**config.mk**
```make
export PLATFORM = sky130hd
export DESIGN_NAME = freelist_alloc_ctrl
export DESIGN_NICKNAME = d
export VERILOG_FILES = /design/src/rtl/freelist_alloc_ctrl.sv
export SDC_FILE = /design/constraint.sdc
export NUM_CORES = 1
export LEC_CHECK = 0
export BUFFER_PORTS_ARGS = -buffer_cell sky130_fd_sc_hd__buf_2
export CORE_ASPECT_RATIO = 1.5
export CORE_UTILIZATION = 45
export CTS_BUF_LIST = sky130_fd_sc_hd__clkbuf_8
export DETAILED_ROUTE_END_ITERATION = 7
export HOLD_SLACK_MARGIN = 0.08
export PLACE_DENSITY_LB_ADDON = 0.05
export SETUP_SLACK_MARGIN = 0.05
export SYNTH_ARGS = -nofsm -noshare
export SYNTH_HDL_FRONTEND = slang
export SYNTH_SLANG_ARGS = --single-unit
```
**constraint.sdc**
```tcl
create_clock -name clk -period 4.2 [get_ports clk]
set_input_delay 0.42 -clock clk [delete_from_list [all_inputs] [get_ports clk]]
set_output_delay 0.42 -clock clk [all_outputs]
set_load 0.1 [all_outputs]
```
**src/rtl/freelist_alloc_ctrl.sv**
```systemverilog
// freelist_alloc_ctrl
// Sequencing controller for the two-in/two-out physical-register freelist
// FIFO in the rename stage.
//   - Grants rename-group allocations all-or-nothing and compacts sparse
//     requests onto the FIFO's first read port (zero-latency read data).
//   - Routes commit-time frees onto the FIFO write ports and committed
//     allocations onto the architectural read-pointer advance strobes.
//   - Runs exception recovery: one fl_excep_rst_o pulse, then an
//     allocation blackout of RECOVER_CYCLES cycles.
//
// Ports
//   clk, rst                     clock, synchronous active-high reset
//   ren_valid_i/ren_need_i       rename slot valid / needs a preg, [0]=older
//   ren_ready_o                  rename group accepted this cycle
//   ren_preg_first/second_o      preg handed to slot 0 / slot 1
//   ren_preg_valid_o             per-slot preg valid
//   fl_rd_first/second_en_o      freelist speculative read enables
//   fl_rdata_first/second_i      freelist read data (combinational)
//   fl_num_i                     freelist occupancy
//   cmt_valid/free/alloc_i       commit slot valid / frees old preg / had allocated
//   cmt_old_preg_i               old pregs, slot 0 in the low bits
//   cmt_ready_o                  commit accepted this cycle
//   fl_wr_first/second_en_o      freelist write enables
//   fl_wdata_first/second_o      freelist write data
//   fl_rd_excep_first/second_en_o architectural read-pointer advances
//   flush_i                      pipeline flush request (pulse)
//   fl_excep_rst_o               speculative pointer restore (registered)
//   state_o                      RUN=0, FLUSH=1, RECOVER=2
//   stall_cnt_o                  saturating count of rename stall cycles
//
// state   | meaning
// RUN     | normal allocation; commits accepted
// FLUSH   | excep_rst pulse to the freelist; rename and commit held off
// RECOVER | allocation blackout while the restored pointers settle
module freelist_alloc_ctrl #(
  parameter int PREG_WIDTH      = 5,
  parameter int FL_CNT_WIDTH    = 5,
  parameter int RECOVER_CYCLES  = 1,
  parameter int STALL_CNT_WIDTH = 16
) (
  input  logic                       clk,
  input  logic                       rst,
  input  logic [1:0]                 ren_valid_i,
  input  logic [1:0]                 ren_need_i,
  output logic                       ren_ready_o,
  output logic [PREG_WIDTH-1:0]      ren_preg_first_o,
  output logic [PREG_WIDTH-1:0]      ren_preg_second_o,
  output logic [1:0]                 ren_preg_valid_o,
  output logic                       fl_rd_first_en_o,
  output logic                       fl_rd_second_en_o,
  input  logic [PREG_WIDTH-1:0]      fl_rdata_first_i,
  input  logic [PREG_WIDTH-1:0]      fl_rdata_second_i,
  input  logic [FL_CNT_WIDTH:0]      fl_num_i,
  input  logic [1:0]                 cmt_valid_i,
  input  logic [1:0]                 cmt_free_i,
  input  logic [1:0]                 cmt_alloc_i,
  input  logic [2*PREG_WIDTH-1:0]    cmt_old_preg_i,
  output logic                       cmt_ready_o,
  output logic                       fl_wr_first_en_o,
  output logic                       fl_wr_second_en_o,
  output logic [PREG_WIDTH-1:0]      fl_wdata_first_o,
  output logic [PREG_WIDTH-1:0]      fl_wdata_second_o,
  output logic                       fl_rd_excep_first_en_o,
  output logic                       fl_rd_excep_second_en_o,
  input  logic                       flush_i,
  output logic                       fl_excep_rst_o,
  output logic [1:0]                 state_o,
  output logic [STALL_CNT_WIDTH-1:0] stall_cnt_o
);

  localparam int FNW = FL_CNT_WIDTH + 1;
  localparam int CW  = (RECOVER_CYCLES > 1) ? $clog2(RECOVER_CYCLES) : 1;
  localparam logic [CW-1:0] REC_LOAD = CW'(RECOVER_CYCLES - 1);

  typedef enum logic [1:0] {
    ST_RUN     = 2'd0,
    ST_FLUSH   = 2'd1,
    ST_RECOVER = 2'd2
  } state_t;

  state_t                     state, state_nxt;
  logic [CW-1:0]              rec_cnt, rec_cnt_nxt;
  logic                       excep_rst_q;
  logic [STALL_CNT_WIDTH-1:0] stall_cnt;

  logic [1:0] need, free_v, adv_v;
  logic       need_any, need_two, fl_ok, ren_ok, stall;

  always_ff @(posedge clk) begin
    if (rst) begin
      state       <= ST_RUN;
      rec_cnt     <= '0;
      excep_rst_q <= 1'b0;
      stall_cnt   <= '0;
    end else begin
      state       <= state_nxt;
      rec_cnt     <= rec_cnt_nxt;
      excep_rst_q <= (state_nxt == ST_FLUSH);
      if (stall && (stall_cnt != '1))
        stall_cnt <= stall_cnt + STALL_CNT_WIDTH'(1);
    end
  end

  always_comb begin
    state_nxt   = state;
    rec_cnt_nxt = rec_cnt;
    case (state)
      ST_RUN: begin
        if (flush_i) state_nxt = ST_FLUSH;
      end
      ST_FLUSH: begin
        // a repeated flush re-enters FLUSH and yields another pulse
        if (!flush_i) begin
          state_nxt   = ST_RECOVER;
          rec_cnt_nxt = REC_LOAD;
        end
      end
      ST_RECOVER: begin
        if (flush_i)
          state_nxt = ST_FLUSH;
        else if (rec_cnt == '0)
          state_nxt = ST_RUN;
        else
          rec_cnt_nxt = rec_cnt - CW'(1);
      end
      default: state_nxt = ST_RUN;
    endcase
  end

  always_comb begin
    need     = ren_valid_i & ren_need_i;
    need_any = |need;
    need_two = &need;
    // all-or-nothing: the freelist must hold every preg the group needs
    fl_ok    = need_two ? (fl_num_i > FNW'(1)) : (!need_any || (fl_num_i != '0));
    ren_ok   = (state == ST_RUN) && !flush_i && fl_ok;
    stall    = (state == ST_RUN) && (ren_valid_i != 2'b00) && !ren_ok;

    ren_ready_o       = 1'b0;
    ren_preg_first_o  = '0;
    ren_preg_second_o = '0;
    ren_preg_valid_o  = 2'b00;
    fl_rd_first_en_o  = 1'b0;
    fl_rd_second_en_o = 1'b0;
    cmt_ready_o       = 1'b0;
    free_v            = 2'b00;
    adv_v             = 2'b00;

    if (!rst) begin
      ren_ready_o      = ren_ok;
      ren_preg_valid_o = need & {2{ren_ok}};
      if (ren_ok && (ren_valid_i != 2'b00)) begin
        fl_rd_first_en_o  = need_any;
        fl_rd_second_en_o = need_two;
      end
      if (ren_ok) begin
        // a lone request always takes the first read port
        if (need[0]) ren_preg_first_o = fl_rdata_first_i;
        if (need_two)
          ren_preg_second_o = fl_rdata_second_i;
        else if (need[1])
          ren_preg_second_o = fl_rdata_first_i;
      end
      cmt_ready_o = (state != ST_FLUSH);
      free_v      = cmt_valid_i & cmt_free_i;
      adv_v       = cmt_valid_i & cmt_alloc_i & {2{cmt_ready_o}};
    end

    // commit-side traffic is compacted onto the first port
    fl_wr_first_en_o        = |free_v;
    fl_wr_second_en_o       = &free_v;
    fl_wdata_first_o        = free_v[0] ? cmt_old_preg_i[PREG_WIDTH-1:0] :
                              free_v[1] ? cmt_old_preg_i[2*PREG_WIDTH-1:PREG_WIDTH] : '0;
    fl_wdata_second_o       = (&free_v) ? cmt_old_preg_i[2*PREG_WIDTH-1:PREG_WIDTH] : '0;
    fl_rd_excep_first_en_o  = |adv_v;
    fl_rd_excep_second_en_o = &adv_v;
  end

  assign fl_excep_rst_o = excep_rst_q;
  assign state_o        = state;
  assign stall_cnt_o    = stall_cnt;

endmodule

```
==> out/qor.yml, run 1 <==
multi_input_area_sq_um: 795
setup_viol: 0
clock_latency_ns: 0.26
routedWlPerCell_um: 12.6
crit_path_frequent_cell: "buf_2"
startpoint_type: "primary input"
fin_tns_setup_ns: 0
netlist-cell-type-count: 29
r2r_end: "stall_cnt_o[13]"
drtAntennaViolNets: 0
required_ns: 3.78
whs_ns: 0.379
n_antenna_cell: 0
min_path_cells: 2
fillCellCount: 227
nNetsFinal: 288
tightest_slew_ns: 0.698
period_needed_ns: 2.35
final_area_sq_um: 1700
power_density_nw_per_um2: 266
gp_congestion: 0.827
tritoncts: "built"
antenna_found_initial: 0
htreeDepth: 1
cts_setup_buffers: 0
dpl_cell_area_sq_um: 1660
die-width_um: 44.1
grt_pass1_wl_um: 5310
vias: 1461
seq_area_frac_synth: 0.318
crit_slowest_cell: "buf_2"
ff2ff_setup_slack_ns: 1.96
path_max_fanout: 25
cts_made_buffers: 3
synth_nets: 201
grt_overflow: 0
cts_num_sinks: 19
synth_cells: 161
placed_cells: 267
layout_setup_ws_ns: 1.85
drive_gt1_frac: 0.397
syn-mean-instance-area_sq_um: 7.43
clock_path_buffers: 2
routed_wirelength_um: 3410
crit_chain: "buf_2, nor2_1, nand2_1, a211o_1, a21oi_1, buf_2"
ys_ff_latch: 19
maxCapViolations: 0
ctsHoldBuffers: 0
port_buffers: 87
dp_hpwl_um: 2700
regArea_sq_um: 380
violations: "design-rule violations"
finalCritPeriodShare: 0.560
leakagePower_uw: 0.000871
post-place-ws_ns: 1.85
first_pass_iters: 7
final_cell_mix: "87 x buf_2, 27 x nand2_1, 19 x dfxtp_1"
clock_skew_ns: 0.00289
cts.clk_slew.worst_paths_ns: 0.07
grt_pass1_vias: 1330
rsz0062_at_grt: "no"
post_cts_resize_count: 0
hp-class: "in2reg"
drc_errors: 12
cts-root-buf: "clkbuf_8"
arrival_ns: 1.93
area_growth_pct: 42.2
rows: 22
viasPerCell: 5.39
reg2reg_from: "stall_cnt_o[0]"
fmax_mhz: 425
path_buf_inv: 2
relSlewSlack: 0.535
hold_viol: 0
max_stage_delay_ns: 0.44
layout_commonest_cell: "buf_2"
grt_usage: 0.237
synth_area_sq_um: 1200
coreArea_sq_um: 2480
slew_viol_final: 0
whs_endpoint: "state_o[1]"
vdd_drop_max_mv: 0.177
num_io_pins: 88
initial_core_util: 0.483
yosysWarnings: 0
path_delay_family: "buffers and inverters"
grt_max_degree: 26
status: "finished with violations"
hp-start: "flush_i"
fin_cells: 271
drt_iter0_drc: 29
r2r_cells: 7
fp.dieArea_sq_um: 2870
criticalPathCategory: "in2out"
cp-end-kind: "output port"
die_h_um: 65.1
-- final cells by class --
cell class | count | area share
Inverter | 4 | 0.00883
Multi-Input combinational cell | 133 | 0.467
Sequential cell | 19 | 0.224
Timing Repair Buffer | 87 | 0.256
Clock inverter | 1 | 0.00221
Clock buffer | 3 | 0.0243
Tap cell | 24 | 0.0177
-- layer usage --
metal	vias to the layer above	global-route usage	wire length, um
met5	-	0	0
met4	0	0.0758	36
met3	4	0.0330	291
met2	62	0.469	1830
met1	664	0.239	1260
li1	731	-	-
-- how the worst max path moves through the flow --
stage                         from                    to  slack, ns  cells after the start
floorplan               state_o[0]      fl_rd_first_en_o      -0.39                      4
CTS                            rst  ren_preg_second_o[3]       1.84                      6
finish                         rst  ren_preg_second_o[3]       1.85                      6
global placement               rst  ren_preg_second_o[2]       1.95                      6
detailed placement             rst  ren_preg_second_o[3]       1.85                      6
global route        ren_valid_i[0]      fl_rd_first_en_o       1.73                      7
-- synth_stat cells, drive strengths merged --
library cell  instances  area, sq um
nand2                27          101
a21oi                14         70.1
dfxtp                19          380
xor2                 11         96.3
nor3b                 1         7.51
nand4b                1         8.76
nand2b                2         12.5
nor2                 19         78.8
nor3                  4         20.0
clkbuf                4         15.0
a22o                  5         43.8
buf                   1         5.00
ha                    1         12.5
or3                   4         25.0
inv                   4         15.0
a41oi                 1         16.3
and2                 12         75.1
o22a                  1         17.5
a211oi                3         22.5
nand4                 5         31.3
a21boi                1         7.51
or4                   1         11.3
a211o                 1         8.76
and3                  3         18.8
o21ai                 6         30.0
nand3                 9         57.6
o21bai                1         7.51
-- worst reg2reg max path: stages (launching register included) --
cell     delay (ns)
dfxtp_1        0.36
ha_1           0.25
nand2_1        0.07
nor2_1         0.11
a41oi_2        0.64
nand3_4        0.20
or3_1          0.39
a21oi_1        0.14
-- kinds of logic after synthesis --
group | share of synthesized area
simple gates | 0.374
compound gates | 0.187
fa+ha+maj | 0.0105
buf+inv | 0.0293
xor+xnor | 0.0805
flops | 0.318
-- flip-flops by register name, summed over array words and instances (netlist names) --
| signal | count |
|---|---|
| fl_excep_rst_o | 1 |
| stall_cnt_o | 16 |
| state_o | 2 |
-- power by group --
group,internal (uW),switching (uW),total [uW]
combinational,31.6,112,143
sequential,183,2.83,186
clock,65.1,58.9,124
-- metrics by stage --
stage	util	power (uW)
floorplan	-	298
global placement	0.668	330
detailed placement	0.668	333
CTS	0.686	457
global route	0.686	471
finish	0.686	453
No activity file was read; power rests on OpenSTA's default activity.
==> run 2, diff against run 1 <==
CORE_UTILIZATION = 37   (was 45)
clock period = 2 ns   (was 4.2 ns; I/O delays follow)
==> out/qor.yml, run 2 (same netlist as run 1, synthesis figures left out) <==
power_density_nw_per_um2: 440
layout_setup_ws_ns: 0.113
die_h_um: 71.6
period_needed_ns: 1.89
drc_errors: 0
rsz0062_at_grt: "no"
grt_pass1_vias: 1389
startpoint_type: "flop"
vias: 1520
grt_max_degree: 21
drtAntennaViolNets: 0
drive_gt1_frac: 0.591
hold_viol: 0
drt_iter0_drc: 24
clock_skew_ns: 0.00280
htreeDepth: 1
ctsHoldBuffers: 0
final_cell_mix: "68 x buf_2, 26 x nand2_1, 19 x buf_12"
relSlewSlack: 0.671
leakagePower_uw: 0.00102
clock_latency_ns: 0.26
fmax_mhz: 530
max_stage_delay_ns: 0.37
grt_pass1_wl_um: 6390
fillCellCount: 231
status: "finished, final reports clean"
fp.dieArea_sq_um: 3470
coreArea_sq_um: 3000
vdd_drop_max_mv: 0.520
antenna_found_initial: 0
crit_chain: "nor2_4, nand2_4, a211o_4, buf_4, a21oi_4, buf_12"
ff2ff_setup_slack_ns: 0.21
die-width_um: 48.4
criticalPathCategory: "reg2out"
tightest_slew_ns: 0.496
finalCritPeriodShare: 0.944
routed_wirelength_um: 4120
layout_commonest_cell: "buf_2"
cts_num_sinks: 19
rows: 24
cts-root-buf: "clkbuf_8"
tritoncts: "built"
maxCapViolations: 0
regArea_sq_um: 440
n_antenna_cell: 0
required_ns: 1.80
grt_overflow: 0
cts_made_buffers: 3
arrival_ns: 1.69
viasPerCell: 5.14
port_buffers: 87
post-route-util: 0.769
multi_input_area_sq_um: 960
crit_slowest_cell: "dfxtp_4"
path_max_fanout: 5
slew_viol_final: 0
clock_path_buffers: 2
grt_usage: 0.233
post-place-ws_ns: 0.180
initial_core_util: 0.398
num_io_pins: 88
hp-class: "in2reg"
dp_hpwl_um: 3360
cp-end-kind: "output port"
gp_congestion: 0.781
nNetsFinal: 298
cts.clk_slew.worst_paths_ns: 0.07
first_pass_iters: 4
setup_viol: 0
largest_register_ff_count: 16
routedWlPerCell_um: 13.9
area_growth_pct: 93.1
[run 2: cell count changes in the layout (fill, tap and decap cells not counted), moves of 3 or more]
cell and delta:
buf_12 +19, buf_2 -19, dfxtp_1 -18, dfxtp_4 +15, and2_1 -10, buf_4 +10, and2_4 +9, a21oi_1 -7
a21oi_4 +6, dfxtp_2 +3, nor2_1 -3
[run 2: critical path: cells and delay by family (launching register included)]
family,cells,cell delay [ns]
compound gates,2,0.49
flops,1,0.37
simple gates,2,0.21
buf+inv,2,0.36
[run 2: layout make-up]
cell class                 count  area share
sequential                    19       0.191
timing repair buffer          97       0.345
clock inverter                 1     0.00217
inverter                       4     0.00813
clock buffer                   3      0.0179
multi-input combinational    133       0.415
tap                           39      0.0211
[run 2: through the flow]
step	power [uW]	cell area, sq um	hold WS (ns)	setup TNS, ns	cells
after detailed placement	759	2260	0.428	0	292
after global routing	1060	2310	0.166	0	296
after floorplan	635	1430	0.269	-2.18	161
after CTS	1020	2300	0.153	0	296
after global placement	756	2260	0.427	0	292
final	1020	2310	0.161	0	296
[run 2: final timing paths]
path,startpoint,cells after the start,to
setup / recovery,state_o[1],6,ren_preg_second_o[0]
hold / removal,flush_i,2,state_o[1]
setup reg to reg,stall_cnt_o[0],7,stall_cnt_o[13]
hold reg to reg,state_o[1],1,state_o[0]
[run 2: timing repair]
action	in CTS	in global routing
resized for setup	0	1
buffers inserted	0	0
setup endpoints to repair	0	5
[run 2: power breakdown]
group          internal [uW]  switching, uW
Clock                    138            125
Sequential               366           7.29
Combinational            115            263
Total                    620            396
[run 2: layer usage]
layer	part of all wire	GRT usage	vias up	wire length (um)
met1	0.38	0.241	703	1580
li1	-	-	752	-
met5	0	0	-	0
met3	0.039	0.0255	9	162
met4	0.015	0.0686	0	61
met2	0.56	0.480	56	2320
==> run 3, diff against run 2 <==
ABC_AREA = 1   (was unset)
CORE_UTILIZATION = 41   (was 37)
==> out/qor.yml, run 3 <==
synth_mux_area_frac: 0
synth_common_cells: "68 x nand2_1, 34 x nor2_1, 28 x inv_1"
yosysWarnings: 0
synth_top_area_frac: 0.243
met3_usage: 0.0647
ctsHoldBuffers: 0
vdd_drop_max_mv: 0.353
fillCellCount: 261
grt_max_degree: 21
vias: 1993
clock_latency_ns: 0.26
cts_made_buffers: 3
initial_core_util: 0.429
power_density_nw_per_um2: 396
post-place-ws_ns: 0.127
synth_ff_type: "dfxtp_1"
drt_iter0_drc: 32
cts-root-buf: "clkbuf_8"
fmax_mhz: 539
clock_path_buffers: 2
fp.dieArea_sq_um: 4080
cts.clk_slew.worst_paths_ns: 0.07
seq_area_frac_synth: 0.243
synthAdderAreaFrac: 0.00799
setup_viol: 0
grt_pass1_wl_um: 8110
whs_ns: 0.162
synth-compound-area-share: 0.139
status: "finished, final reports clean"
largest_register_ff_count: 16
yosysMostFrequentCell: "nand2_1"
top_usage_layer: "met2"
layout_setup_ws_ns: 0.146
netlist-cell-type-count: 27
finalCritPeriodShare: 0.927
met1_usage: 0.260
die_h_um: 77.7
htreeDepth: 1
synth_edf_count: 0
grt_overflow: 0
hold_viol: 0
port_buffers: 87
ys_ff_latch: 19
tightest_slew_ns: 0.494
maxCapViolations: 0
total_power_uw: 1120
routed_wirelength_um: 4950
grt_usage: 0.258
relSlewSlack: 0.673
synth-simple-area-share: 0.457
leakagePower_uw: 0.00112
drc_errors: 0
period_needed_ns: 1.85
synth_nets: 285
routedWlPerCell_um: 13.0
n_antenna_cell: 0
coreArea_sq_um: 3650
rsz0062_at_grt: "no"
startpoint_type: "flop"
synthTopCellsByArea: "dfxtp_1 24%, nand2_1 16%, nand3_1 8.6%"
synth_cells: 245
num_io_pins: 88
syn-mean-instance-area_sq_um: 6.39
gp_congestion: 0.824
path_max_fanout: 6
use_met2: 0.472
async_reset_ff_frac: 0
synth_top_family_by_area: "simple AND/OR/NAND/NOR gates"
max_stage_delay_ns: 0.37
required_ns: 1.80
criticalPathCategory: "reg2out"
cp-end-kind: "output port"
clock_skew_ns: 0.000862
arrival_ns: 1.65
synth_area_sq_um: 1570
slew_viol_final: 0
antenna_found_initial: 0
area_growth_pct: 80.4
drtAntennaViolNets: 0
tritoncts: "built"
hp-class: "in2reg"
synthXorXnorAreaFrac: 0.0391
layout_commonest_cell: "nand2_1"
rows: 27
die-width_um: 52.5
dp_hpwl_um: 4130
viasPerCell: 5.24
drive_gt1_frac: 0.525
cts_num_sinks: 19
final_cell_mix: "62 x nand2_1, 61 x buf_2, 27 x buf_12"
nNetsFinal: 378
first_pass_iters: 4
crit_chain: "nor3_4, nand3_4, buf_4, a211oi_4, buf_12"
grt_pass1_vias: 1980
yosys.area.top_type: "dfxtp_1"
crit_slowest_cell: "dfxtp_4"
## run 3: changes by cell type in the layout (fill, tap and decap cells not counted), sizes merged, moves of 8 or more
cell,previous run,this run
nand3,9,30
and2,12,0
nand2,27,74
inv,3,26
xor2,11,3
nor2,19,39
## run 3: routing by layer
| metal | routed length, um | part of all wire |
|---|---|---|
| met5 | 0 | 0 |
| met4 | 165 | 0.033 |
| met2 | 2670 | 0.54 |
| met1 | 1780 | 0.36 |
| met3 | 327 | 0.066 |
## run 3: cells by family after synthesis
family                   Yosys count
AND/OR/NAND/NOR                  152
buffers and inverters             34
AO/OA/AOI/OAI                     32
XOR/XNOR                           7
flip-flops                        19
adder cells (fa/ha/maj)            1
## run 3: worst max-delay path: cells and delay by family, from the launching register on
kind | cells | cell delay [ns]
AO/OA/AOI/OAI | 1 | 0.20
buffers and inverters | 2 | 0.42
flip-flops | 1 | 0.37
AND/OR/NAND/NOR | 2 | 0.40
## run 3: metrics by stage
stage	utilization	cells	area, sq um	TNS, ns
after floorplan	-	245	1910	-3.71
after global placement	0.760	375	2770	0
after detailed placement	0.760	375	2770	0
after CTS	0.773	379	2820	0
after global routing	0.775	380	2830	0
final	0.775	380	2830	0
## run 3: area by class of cell
type | instances | area, sq um | area share
clock inverters | 1 | 5.00 | 0.00177
repair buffers | 93 | 883 | 0.313
well taps | 43 | 53.8 | 0.0190
inverters | 29 | 125 | 0.0443
flip-flops and latches | 19 | 409 | 0.145
clock buffers | 3 | 41.3 | 0.0146
multi-input cells | 192 | 1310 | 0.463
## run 3: timing repair
item	CTS	global route
setup endpoints to repair	0	10
buffers inserted	0	1
resized for setup	0	0
## run 3: path summary, 6_finish.rpt
check / cells after the start / to / startpoint / slack, ns
worst max-delay path: 5 / ren_preg_second_o[2] / state_o[0] / 0.15
worst min-delay path: 2 / state_o[1] / flush_i / 0.16
worst max register to register: 10 / stall_cnt_o[11] / stall_cnt_o[0] / 0.33
worst min register to register: 2 / stall_cnt_o[1] / stall_cnt_o[1] / 0.48
## run 3: where the power goes
part | leakage, uW | internal (uW) | switching (uW) | total, uW
registers | 0.000163 | 383 | 9.60 | 393
logic | 0.000934 | 133 | 322 | 455
clock network | 0.0000255 | 139 | 133 | 272
total | 0.00112 | 655 | 465 | 1120
